--- src/rtl/dbg_seq.sv ---
// -----------------------------------------------------------------------------
// dbg_seq -- run-time sequencer for the debug tap's per-stage override enables.
//
// The block arms on a start command and waits for a selected pipeline event.
// It then drives the debug mux override enables (oenb_o) for a programmed
// number of cycles. During that window it counts aco_valid pulses and
// snapshots the first wake result. Configuration is latched on the start cycle
// only, so the logic-analyzer config bits may change freely during a run.
//
// Ports
//   clk_i            in   1        system clock
//   rst_n_i          in   1        asynchronous active-low reset
//   cmd_start_i      in   1        start a run (level, sampled each cycle)
//   cmd_abort_i      in   1        abort a run (level, highest priority)
//   cfg_mask_i       in   5        stage override mask (bit0 ctl .. bit4 wrd)
//   cfg_trig_sel_i   in   3        0 immediate, 1 dfe_valid, 2 aco_valid,
//                                  3 aco_last, 4 wrd_wake_valid, 5-7 never
//   cfg_hold_i       in   HOLD_BW  override window length in cycles
//   dfe_valid_i      in   1        pipeline event tap
//   aco_valid_i      in   1        pipeline event tap
//   aco_last_i       in   1        pipeline event tap
//   wrd_wake_i       in   1        pipeline wake value tap
//   wrd_wake_valid_i in   1        pipeline wake qualifier tap
//   oenb_o           out  5        override enables to the debug mux
//   busy_o           out  1        run in progress (ARMED or OVR)
//   done_o           out  1        run completed (sticky until start/abort)
//   aco_cnt_o        out  CNT_BW   saturating aco_valid count inside window
//   wake_seen_o      out  1        a wrd_wake_valid occurred inside window
//   wake_val_o       out  1        wrd_wake_i at the first such occurrence
//
// All outputs come straight from flops.
// -----------------------------------------------------------------------------
module dbg_seq #(
   parameter int HOLD_BW = 16,
   parameter int CNT_BW  = 8
) (
   input  logic               clk_i,
   input  logic               rst_n_i,
   input  logic               cmd_start_i,
   input  logic               cmd_abort_i,
   input  logic [4:0]         cfg_mask_i,
   input  logic [2:0]         cfg_trig_sel_i,
   input  logic [HOLD_BW-1:0] cfg_hold_i,
   input  logic               dfe_valid_i,
   input  logic               aco_valid_i,
   input  logic               aco_last_i,
   input  logic               wrd_wake_i,
   input  logic               wrd_wake_valid_i,
   output logic [4:0]         oenb_o,
   output logic               busy_o,
   output logic               done_o,
   output logic [CNT_BW-1:0]  aco_cnt_o,
   output logic               wake_seen_o,
   output logic               wake_val_o
);

   typedef enum logic [1:0] {
      S_IDLE  = 2'd0,
      S_ARMED = 2'd1,
      S_OVR   = 2'd2,
      S_DONE  = 2'd3
   } state_t;

   localparam logic [CNT_BW-1:0] CNT_MAX = {CNT_BW{1'b1}};

   state_t               state_q,     state_d;
   logic [4:0]           mask_q,      mask_d;
   logic [2:0]           trig_sel_q,  trig_sel_d;
   logic [HOLD_BW-1:0]   hold_q,      hold_d;
   logic [HOLD_BW-1:0]   remain_q,    remain_d;

   logic [4:0]           oenb_d;
   logic                 busy_d;
   logic                 done_d;
   logic [CNT_BW-1:0]    aco_cnt_d;
   logic                 wake_seen_d;
   logic                 wake_val_d;

   logic                 trig_hit;

   // ---------------------------------------------------------------------------
   // Trigger select, decoded from the latched selector so that mid-run config
   // changes cannot retarget an armed run.
   // ---------------------------------------------------------------------------
   always_comb begin
      // NOTE: every always_comb output gets a default first; a path that
      // leaves a signal unassigned would infer a latch.
      trig_hit = 1'b0;
      case (trig_sel_q)
         3'd0:    trig_hit = 1'b1;
         3'd1:    trig_hit = dfe_valid_i;
         3'd2:    trig_hit = aco_valid_i;
         3'd3:    trig_hit = aco_last_i;
         3'd4:    trig_hit = wrd_wake_valid_i;
         default: trig_hit = 1'b0;
      endcase
   end

   // ---------------------------------------------------------------------------
   // Next-state and next-output logic.
   // ---------------------------------------------------------------------------
   always_comb begin
      state_d     = state_q;
      mask_d      = mask_q;
      trig_sel_d  = trig_sel_q;
      hold_d      = hold_q;
      remain_d    = remain_q;
      aco_cnt_d   = aco_cnt_o;
      wake_seen_d = wake_seen_o;
      wake_val_d  = wake_val_o;

      if (cmd_abort_i) begin
         // Abort wins over start, trigger and window accounting. Status is
         // left untouched so software can still inspect a partial window.
         state_d = S_IDLE;
      end else begin
         case (state_q)
            S_IDLE, S_DONE: begin
               if (cmd_start_i) begin
                  mask_d      = cfg_mask_i;
                  trig_sel_d  = cfg_trig_sel_i;
                  hold_d      = cfg_hold_i;
                  aco_cnt_d   = '0;
                  wake_seen_d = 1'b0;
                  wake_val_d  = 1'b0;
                  state_d     = S_ARMED;
               end
            end

            S_ARMED: begin
               if (trig_hit) begin
                  // A zero-length window completes without ever driving
                  // the override enables.
                  if (hold_q == '0) begin
                     state_d = S_DONE;
                  end else begin
                     state_d  = S_OVR;
                     remain_d = hold_q;
                  end
               end
            end

            S_OVR: begin
               if (aco_valid_i && (aco_cnt_o != CNT_MAX)) begin
                  aco_cnt_d = aco_cnt_o + 1'b1;
               end
               if (wrd_wake_valid_i && !wake_seen_o) begin
                  wake_seen_d = 1'b1;
                  wake_val_d  = wrd_wake_i;
               end
               // remain_q counts the OVR cycles still owed including this
               // one; reading 1 means this is the last window cycle. The
               // <= guard makes an unexpected 0 terminate instead of wrap.
               if (remain_q <= HOLD_BW'(1)) begin
                  state_d = S_DONE;
               end else begin
                  remain_d = remain_q - 1'b1;
               end
            end

            default: state_d = S_IDLE;
         endcase
      end

      // Outputs are registered versions of what the next state implies, so
      // they change on the same edge as the state register.
      oenb_d = (state_d == S_OVR) ? mask_d : 5'b0;
      busy_d = (state_d == S_ARMED) || (state_d == S_OVR);
      done_d = (state_d == S_DONE);
   end

   // ---------------------------------------------------------------------------
   // State and output registers.
   // ---------------------------------------------------------------------------
   always_ff @(posedge clk_i or negedge rst_n_i) begin
      // NOTE: sequential state uses non-blocking assignments so every flop
      // samples the pre-edge values regardless of statement order.
      if (!rst_n_i) begin
         state_q     <= S_IDLE;
         mask_q      <= '0;
         trig_sel_q  <= '0;
         hold_q      <= '0;
         remain_q    <= '0;
         oenb_o      <= '0;
         busy_o      <= 1'b0;
         done_o      <= 1'b0;
         aco_cnt_o   <= '0;
         wake_seen_o <= 1'b0;
         wake_val_o  <= 1'b0;
      end else begin
         state_q     <= state_d;
         mask_q      <= mask_d;
         trig_sel_q  <= trig_sel_d;
         hold_q      <= hold_d;
         remain_q    <= remain_d;
         oenb_o      <= oenb_d;
         busy_o      <= busy_d;
         done_o      <= done_d;
         aco_cnt_o   <= aco_cnt_d;
         wake_seen_o <= wake_seen_d;
         wake_val_o  <= wake_val_d;
      end
   end

endmodule

--- config.mk ---
export PLATFORM = sky130hd
export DESIGN_NAME = dbg_seq
export DESIGN_NICKNAME = d
export VERILOG_FILES = /design/src/rtl/dbg_seq.sv
export SDC_FILE = /design/constraint.sdc
export NUM_CORES = 1
export LEC_CHECK = 0
export BUFFER_PORTS_ARGS = -buffer_cell sky130_fd_sc_hd__buf_4
export CORE_UTILIZATION = 60
export CTS_BUF_LIST = sky130_fd_sc_hd__clkbuf_2 sky130_fd_sc_hd__clkbuf_4 sky130_fd_sc_hd__clkbuf_8
export CTS_CLUSTER_SIZE = 25
export DETAILED_ROUTE_END_ITERATION = 12
export PLACE_DENSITY = 0.84
export SLEW_MARGIN = 10
export SYNTH_ARGS = -nofsm -noshare
export SYNTH_HDL_FRONTEND = slang
export SYNTH_SLANG_ARGS = --single-unit
--- constraint.sdc ---
create_clock -name clk_i -period 5.5 [get_ports clk_i]
set_input_delay 0.55 -clock clk_i [delete_from_list [all_inputs] [get_ports clk_i]]
set_output_delay 0.55 -clock clk_i [all_outputs]
set_load 0.02 [all_outputs]
==> results.toml, run 1 <==
[route]
route.detailed.drc = 0
drtIter0Drc = 248
postRouteAntennaNets = 0
wl_per_cell_um = 16.88
avgViaCountPerCell = 6.054
drt_pass1_iterations = 5
num_vias = 2470
routed_wirelength_mm = 6.888

[synth]
syn-num-nets = 325
yosysUniqueCellTypes = 56
ys_async_sr_fraction_pct = 100.0
synth.avg_cell_area_um2 = 10.56
yosys.area_share.adder_pct = 3.339
synth_compound_area_share_pct = 14.40
ys_seq_area_share_pct = 49.25
synth_top_family_by_area = "simple AND/OR/NAND/NOR gates"
synthXorXnorAreaFrac_pct = 2.045
synth-main-ff-cell = "dfrtp_1"
ys_seq_elements = 59
yosys.area_share.simple_pct = 17.95
netlist_area_um2 = 2998
muxShareOfSynthArea_pct = 10.06
synth_cells = 284
synth_edf_count = 0
yosys_warnings = 0

[place]
port_buffers = 49
placed_cells = 393
dp_slack_ns = 2.717
gp_routability_congestion = 0.9423
dp_hpwl_mm = 4.768

[floorplan]
die_area_um2 = 5283
initial_utilization_pct = 63.05
fp.dieW_um = 72.69
io_pins = 50
fp.dieH_um = 72.69
fp.coreArea_um2 = 4755
row_count = 25

[sta]
report.final.hold_viol_count = 0
period_share_pct = 52.17
final-max-slew-violation-count = 0
slew_headroom_pct = 49.15
totalNegativeSetupSlack_ns = 0
setup_ws_ns = 2.630
min_period_ns = 2.870
tightestPinTransition_ns = 0.7627
hold-worst-slack_ns = 0.2748
fmax_mhz = 348.5
fin_skew_ns = 0.008142
finalSetupViolCount = 0
rsz0062_at_grt = "false"

[setup_path]
critPathCaptureType = "flip-flop"
startpoint = "state_q[0]$_DFF_PN0_"
crit_chain = "inv_1 -> ha_1 -> nor3b_1 -> and4_4 -> nand2_2 -> a311o_1 -> ha_1 -> and2_1"
worst_ep_required_time_ns = 5.73
cp_slowest_stage_delay_ns = 0.66
crit_arrival_ns = 3.10
cp-start-kind = "flip-flop"
critPathKind = "flip-flop to flip-flop"
crit_path_frequent_cell = "ha_1"
r2r_start = "state_q[0]$_DFF_PN0_"
path_max_fanout = 21
crit_slowest_cell = "ha_1"

[flow_run]
maxCapViolCount = 0

[layout]
stdcell_count = 408
multi_input_area_um2 = 1433
fin_nets = 378
n_antenna_cell = 0
ff_latch_area_um2 = 1476
drive_above_1_share_pct = 29.91
fillers = 342
final_common_cell = "dfrtp_1"
most-common-layout-cells = "dfrtp_1 (59), buf_4 (50), mux2_2 (25)"
area_delta_synth_final_pct = 20.78

[global_routing]
grt_pass1_vias = 2354
track_usage_pct = 28.37
grt_max_degree = 60
grt_pass1_wl_mm = 11.16
grt-ovfl-total = 0
antenna_found_initial = 0

[clock_network]
clockBufferDepth = 2
cts_buffers = 9
hold_buffers = 0
post_cts_buffers = 0
clk_pin_slew_ns = 0.07
cts_resized = 0
clk_latency_ns = 0.34
htreeDepth = 3
cts_root_buf = "clkbuf_8"
clock_sinks = 59
cts_tree = "done"

[hold_path]
hold_class = "primary input to async pin"

[pwr]
power.total_uw = 1888
p_leak_uw = 0.001612
power.density_nw_per_um2 = 521.4
ir_drop_mv = 0.3207

[run_status]
status = "finished, final reports clean"
## through the flow
step	instance area (um2)	util, %
after global placement	3406	71.63
final	3621	76.16
after CTS	3621	76.16
after detailed placement	3406	71.63
after global routing	3621	76.16
after floorplan	2998	-
## synthesized netlist by cell type (all sizes together), types with 2 or more instances
library cell,number,share of area (%)
a21oi,19,3.4
a22oi,2,0.50
a311oi,2,0.58
and2,5,1.0
and4,2,0.67
buf,4,1.2
clkbuf,4,0.50
dfrtp,59,49
ha,8,3.3
inv,10,1.3
mux2,25,9.4
mux2i,2,0.67
nand2,20,2.6
nand2b,3,0.63
nand3,16,2.8
nand4,4,0.83
nor2,24,3.0
nor3,7,1.2
nor3b,3,1.1
nor4,7,2.0
o21ai,8,1.3
o22ai,16,3.3
o2bb2ai,2,0.58
o31ai,2,0.50
or2,3,0.63
xnor2,3,0.88
xor2,4,1.2
## layout make-up
class | count | share of cell area, %
Clock buffer | 10 | 3.801
Clock inverter | 5 | 2.142
Tap cell | 67 | 2.315
Sequential cell | 59 | 40.77
Multi-Input combinational cell | 207 | 39.56
Inverter | 10 | 1.037
Timing Repair Buffer | 50 | 10.37
## routing by layer
metal / GRT usage, % / vias to the layer above / wire (um)
met5: 0 / - / 0
met4: 12.20 / 0 / 170
met3: 6.906 / 19 / 428
met2: 44.55 / 96 / 3312
met1: 37.71 / 1198 / 2977
li1: - / 1157 / -
## final timing paths
check                                          endpoint  slack (ns)  depth (start not counted)
worst max-delay path                oenb_o[0]$_DFF_PN0_        2.63                          8
worst min-delay path            remain_q[7]$_DFFE_PN0P_        0.27                          1
worst max register to register      oenb_o[0]$_DFF_PN0_        2.63                          8
worst min register to register      mask_q[4]$_DFF_PN0_        0.49                          1
max in group asynchronous           mask_q[3]$_DFF_PN0_        4.75                          1
min in group clk_i                 state_q[0]$_DFF_PN0_        0.43                          2
## cells by family (layout without fill, tap and decap cells)
kind of cell / count (synthesis) / count (layout)
simple gates: 100 / 100
fa+ha+maj: 8 / 8
flops: 59 / 59
xor+xnor: 7 / 7
buf+inv: 18 / 75
mux: 27 / 27
compound gates: 65 / 65
## worst max-delay path, delay by kind of cell, from the launching register on
kind                     cells  cell delay [ns]
AND/OR/NAND/NOR              4             0.94
adder cells (fa/ha/maj)      2             0.93
flip-flops                   1             0.42
AO/OA/AOI/OAI                1             0.37
buffers and inverters        1             0.11
## sequential cells by signal (all words and copies together), names as in the netlist
register,cells
wake_val_o,1
wake_seen_o,1
remain_q,16
aco_cnt_o,8
state_q,2
oenb_o,5
hold_q,16
done_o,1
mask_q,5
busy_o,1
trig_sel_q,3
## report_power, final
group	internal (uW)	switching, uW
sequential	604	182
clock	263	166
combinational	316	358
total	1180	705
No activity file was read; power rests on OpenSTA's default activity.
==> run 2: changes to the inputs <==
--- a/config.mk
+++ b/config.mk
@@ -6,11 +6,11 @@
 export NUM_CORES = 1
 export LEC_CHECK = 0
 export BUFFER_PORTS_ARGS = -buffer_cell sky130_fd_sc_hd__buf_4
-export CORE_UTILIZATION = 60
+export CORE_UTILIZATION = 58
 export CTS_BUF_LIST = sky130_fd_sc_hd__clkbuf_2 sky130_fd_sc_hd__clkbuf_4 sky130_fd_sc_hd__clkbuf_8
 export CTS_CLUSTER_SIZE = 25
 export DETAILED_ROUTE_END_ITERATION = 12
-export PLACE_DENSITY = 0.84
+export PLACE_DENSITY = 0.82
 export SLEW_MARGIN = 10
 export SYNTH_ARGS = -nofsm -noshare
 export SYNTH_HDL_FRONTEND = slang
==> constraint.sdc (replaced) <==
create_clock -name clk_i -period 2.92 [get_ports clk_i]
set_input_delay 0.292 -clock clk_i [delete_from_list [all_inputs] [get_ports clk_i]]
set_output_delay 0.292 -clock clk_i [all_outputs]
set_load 0.02 [all_outputs]
==> results.toml, run 2 (synthesis gave the netlist of run 1 again) <==
[route]
routed_wirelength_mm = 6.638
route.detailed.drc = 0
drtIter0Drc = 196
postRouteAntennaNets = 0
num_vias = 2446
drt_pass1_iterations = 4
wl_per_cell_um = 16.19
avgViaCountPerCell = 5.966

[floorplan]
io_pins = 50
fp.coreArea_um2 = 4848
fp.dieH_um = 73.90
fp.dieW_um = 73.90
row_count = 25
die_area_um2 = 5460
initial_utilization_pct = 61.83

[place]
dp_hpwl_mm = 4.651
gp_routability_congestion = 0.8949
port_buffers = 49

[clock_network]
cts_resized = 0
clk_latency_ns = 0.34
htreeDepth = 3
cts_buffers = 9
clock_sinks = 59
post_cts_buffers = 0
cts_root_buf = "clkbuf_8"
hold_buffers = 0
clockBufferDepth = 2
cts_tree = "done"
clk_pin_slew_ns = 0.07

[global_routing]
grt_pass1_wl_mm = 10.88
grt-ovfl-total = 0
grt_max_degree = 60
track_usage_pct = 27.53
antenna_found_initial = 0
grt_pass1_vias = 2376

[layout]
fillers = 343
fin_nets = 380
most-common-layout-cells = "dfrtp_1 (59), buf_4 (52), mux2_2 (25)"
top_regs = "hold_q: 16 flops, remain_q: 16 flops, aco_cnt_o: 8 flops"
n_antenna_cell = 0
final_common_cell = "dfrtp_1"
area_delta_synth_final_pct = 21.62
drive_above_1_share_pct = 30.32

[sta]
final-max-slew-violation-count = 0
slew_headroom_pct = 51.46
report.final.hold_viol_count = 2
period_share_pct = 81.84
fmax_mhz = 418.5
fin_skew_ns = 0.004605
min_period_ns = 2.390
tightestPinTransition_ns = 0.7281
finalSetupViolCount = 0
rsz0062_at_grt = "false"
hold-worst-slack_ns = -0.002626
totalNegativeSetupSlack_ns = 0

[setup_path]
crit_arrival_ns = 2.61
timing.rr.end = "remain_q[4]$_DFFE_PN0P_"
r2r_start = "hold_q[3]$_DFFE_PN0P_"
worst_ep_required_time_ns = 3.14
critPathKind = "flip-flop to flip-flop"
critPathCaptureType = "flip-flop"
rrSetupSlack_ns = 0.53
r2r_cells = 6
cp-start-kind = "flip-flop"
path_max_fanout = 18

[pwr]
power.total_uw = 3558
p_leak_uw = 0.001630
ir_drop_mv = 0.5976
power.density_nw_per_um2 = 975.7

[hold_path]
hold_class = "primary input to async pin"

[flow_run]
maxCapViolCount = 0

[run_status]
status = "complete, but fails checks"
violations = "hold timing"
run 2: cell types whose count changed in the layout (fill, tap and decap cells not counted), sizes merged:
cell      delta
clkbuf       +1
clkinvlp     -1
buf          +2
run 2: per-layer routing:
layer	up-vias	wire [um]	track usage [%]
met5	-	0	0
met4	0	159	10.90
met3	14	474	10.15
met2	93	3164	42.81
met1	1182	2840	34.93
li1	1157	-	-
run 2: cell type report:
class                      count  area, um2  share of cell area, %
sequential                    59       1476                  40.49
multi-input combinational    207       1433                  39.29
timing repair buffer          52      390.4                  10.71
clock buffer                  11      151.4                  4.152
tap                           67      83.83                  2.299
clock inverter                 4      73.82                  2.025
inverter                      10      37.54                  1.030
run 2: power breakdown:
part / switching, uW / internal [uW] / total [uW] / leakage [uW]
sequential: 330 / 1140 / 1470 / 0.000722
combinational: 655 / 599 / 1250 / 0.000792
clock: 314 / 522 / 836 / 0.000115
run 2: through the flow:
step | instances | area, um2 | utilization [%] | worst slack [ns]
3_3_place_gp | 395 | 3421 | 70.55 | 0.6586
3_5_place_dp | 395 | 3421 | 70.55 | 0.5829
5_1_grt | 410 | 3646 | 75.20 | 0.3702
2_1_floorplan | 284 | 2998 | - | 0.9280
4_1_cts | 410 | 3646 | 75.20 | 0.5622
6_report | 410 | 3646 | 75.20 | 0.5304
run 2: worst max path at each step:
stage	start	to	slack [ns]
6_report	hold_q[3]$_DFFE_PN0P_	remain_q[4]$_DFFE_PN0P_	0.53
5_1_grt	state_q[0]$_DFF_PN0_	remain_q[7]$_DFFE_PN0P_	0.37
4_1_cts	state_q[0]$_DFF_PN0_	oenb_o[0]$_DFF_PN0_	0.56
3_5_place_dp	state_q[0]$_DFF_PN0_	remain_q[7]$_DFFE_PN0P_	0.58
3_3_place_gp	state_q[0]$_DFF_PN0_	remain_q[7]$_DFFE_PN0P_	0.66
2_1_floorplan	state_q[0]$_DFF_PN0_	oenb_o[0]$_DFF_PN0_	0.93
run 2: critical path, stage by stage (launching register included):
cell and delay [ns]:
dfrtp_1 0.39, nor4_1 0.07, and4_1 0.24, a21oi_1 0.53, o2111a_1 0.66, nand4_1 0.18, nor3b_2 0.19
==> run 3: changes to the inputs <==
--- a/config.mk
+++ b/config.mk
@@ -5,8 +5,9 @@
 export SDC_FILE = /design/constraint.sdc
 export NUM_CORES = 1
 export LEC_CHECK = 0
+export ABC_AREA = 1
 export BUFFER_PORTS_ARGS = -buffer_cell sky130_fd_sc_hd__buf_4
-export CORE_UTILIZATION = 58
+export CORE_UTILIZATION = 59
 export CTS_BUF_LIST = sky130_fd_sc_hd__clkbuf_2 sky130_fd_sc_hd__clkbuf_4 sky130_fd_sc_hd__clkbuf_8
 export CTS_CLUSTER_SIZE = 25
 export DETAILED_ROUTE_END_ITERATION = 12
==> constraint.sdc (replaced) <==
create_clock -name clk_i -period 2.28 [get_ports clk_i]
set_input_delay 0.228 -clock clk_i [delete_from_list [all_inputs] [get_ports clk_i]]
set_output_delay 0.228 -clock clk_i [all_outputs]
set_load 0.02 [all_outputs]
==> results.toml, run 3 <==
[floorplan]
row_count = 26
die_area_um2 = 5813
initial_utilization_pct = 62.48
fp.coreArea_um2 = 5205
fp.dieW_um = 76.24
io_pins = 50
fp.dieH_um = 76.24

[global_routing]
grt_max_degree = 60
antenna_found_initial = 0
track_usage_pct = 26.58
grt_pass1_vias = 2811
grt_pass1_wl_mm = 12.31
grt-ovfl-total = 0

[setup_path]
r2r_start = "state_q[0]$_DFF_PN0_"
cp-start-kind = "flip-flop"
path_max_fanout = 8
rrSetupSlack_ns = 0.30
critPathCaptureType = "flip-flop"
timing.rr.end = "wake_val_o$_DFFE_PN0P_"
crit_arrival_ns = 2.24
worst_ep_required_time_ns = 2.54
startpoint = "state_q[0]$_DFF_PN0_"
critPathKind = "flip-flop to flip-flop"
r2r_cells = 8

[sta]
fmax_mhz = 505.0
totalNegativeSetupSlack_ns = 0
setup_ws_ns = 0.2998
rsz0062_at_grt = "false"
report.final.hold_viol_count = 0
period_share_pct = 86.85
fin_skew_ns = 0.008612
tightestPinTransition_ns = 0.7403
hold-worst-slack_ns = 0.1216
slew_headroom_pct = 50.65
final-max-slew-violation-count = 0
min_period_ns = 1.980
finalSetupViolCount = 0

[layout]
final_common_cell = "nand2_1"
fin_nets = 525
area_delta_synth_final_pct = 19.89
stdcell_count = 559
top_regs = "hold_q: 16 flops, remain_q: 16 flops, aco_cnt_o: 8 flops"
most-common-layout-cells = "nand2_1 (155), dfrtp_1 (59), buf_4 (54)"
n_antenna_cell = 0
drive_above_1_share_pct = 20.45

[synth]
synth.avg_cell_area_um2 = 7.580
syn-num-nets = 470
netlist_area_um2 = 3252
synthTopCellsByCount = "nand2_1 (155), dfrtp_1 (59), nor2_1 (53)"
synth_cells = 429
synth-main-ff-cell = "dfrtp_1"
synth_edf_count = 0
synth_top_area_share_pct = 45.40
yosys_warnings = 0
ys_seq_elements = 59
ys_seq_area_share_pct = 45.40
yosys-top-cells-area = "dfrtp_1 (45%), nand2_1 (18%), nor2_1 (6.1%), mux2_2 (5.2%), nand3_1 (5.1%)"
yosysTopAreaCell = "dfrtp_1"
ys_async_sr_fraction_pct = 100.0
yosysUniqueCellTypes = 31
yosysMostFrequentCell = "nand2_1"

[hold_path]
min_to = "hold_q[9]$_DFFE_PN0P_"
hold_class = "primary input to flip-flop"
hold_depth = 2
worstHoldStart = "cfg_hold_i[9]"

[place]
port_buffers = 49
dp_slack_ns = 0.3218
gp_routability_congestion = 0.8421
placed_cells = 542
dp_hpwl_mm = 5.010

[clock_network]
clk_pin_slew_ns = 0.07
clock_sinks = 59
clockBufferDepth = 2
clk_latency_ns = 0.34
cts_resized = 0
cts_root_buf = "clkbuf_8"
cts_buffers = 9
cts_tree = "done"
htreeDepth = 3

[route]
drtIter0Drc = 213
wl_per_cell_um = 12.75
drt_pass1_iterations = 4
route.detailed.drc = 0
routed_wirelength_mm = 7.127
num_vias = 2809
avgViaCountPerCell = 5.025
postRouteAntennaNets = 0

[pwr]
ir_drop_mv = 0.7137
p_leak_uw = 0.002091
power.density_nw_per_um2 = 1282

[run_status]
status = "finished, final reports clean"

[flow_run]
maxCapViolCount = 0
run 3: cell types whose count changed in the layout (fill, tap and decap cells not counted), moves of 10 or more:
cell	change
a21oi_1	-10
o22ai_1	-16
nor2_1	+29
mux2_2	-10
nand2_1	+136
inv_1	+33
nand3_1	+18
run 3: area by class of cell:
| class | instances | area (um2) |
|---|---|---|
| clock buffer | 12 | 165.2 |
| clock inverter | 4 | 47.55 |
| fill | 388 | 1306 |
| inverter | 45 | 168.9 |
| multi-input combinational | 314 | 1538 |
| sequential | 59 | 1476 |
| tap | 70 | 87.58 |
| timing repair buffer | 55 | 415.4 |
run 3: stage by stage:
stage / util [%] / total power (uW) / instance area [um2]
after floorplan: - / 3420 / 3252
after global placement: 70.63 / 3888 / 3676
after detailed placement: 70.63 / 3985 / 3676
after CTS: 74.90 / 5007 / 3899
after global routing: 74.90 / 5431 / 3899
final: 74.90 / 4999 / 3899
run 3: worst max path at each step:
stage,to,slack [ns],cells after the start
after floorplan,oenb_o[0]$_DFF_PN0_,0.55,13
after global placement,wake_seen_o$_DFFE_PN0P_,0.53,7
after detailed placement,wake_val_o$_DFFE_PN0P_,0.32,8
after global routing,wake_val_o$_DFFE_PN0P_,0.13,8
after CTS,wake_val_o$_DFFE_PN0P_,0.29,8
final,wake_val_o$_DFFE_PN0P_,0.30,8
run 3: metal layers:
metal | vias to the layer above | global-route usage (%) | share of wire, %
met5 | - | 0 | 0
met4 | 0 | 12.69 | 1.1
met3 | 7 | 3.952 | 4.4
met2 | 73 | 44.23 | 49
met1 | 1288 | 34.07 | 45
li1 | 1441 | - | -
run 3: critical path, cell delays in order, from the launching register on:
cell and delay, ns:
dfrtp_1 0.39, inv_1 0.10, ha_1 0.24, buf_4 0.18
inv_1 0.20, a21oi_1 0.07, nor4_1 0.48, nand3_1 0.14
o21ai_0 0.11
run 3: kinds of logic (layout without fill, tap and decap cells):
group / after synthesis / in the layout / synth area share (%)
xor+xnor: 6 / 6 / 1.616
fa+ha+maj: 8 / 8 / 3.078
simple gates: 258 / 258 / 33.17
compound gates: 27 / 27 / 4.232
mux: 15 / 15 / 5.194
flops: 59 / 59 / 45.40
buf+inv: 56 / 116 / 7.310
run 3: repair_timing:
item | in CTS | in global routing
buffers inserted | 0 | 0
hold buffers | 1 | 0
endpoints found under the hold margin | 59 | 0
run 3: power breakdown:
group	total, uW	switching [uW]	internal, uW
Sequential	1800	330	1470
Combinational	2200	1350	843
Clock	999	408	590
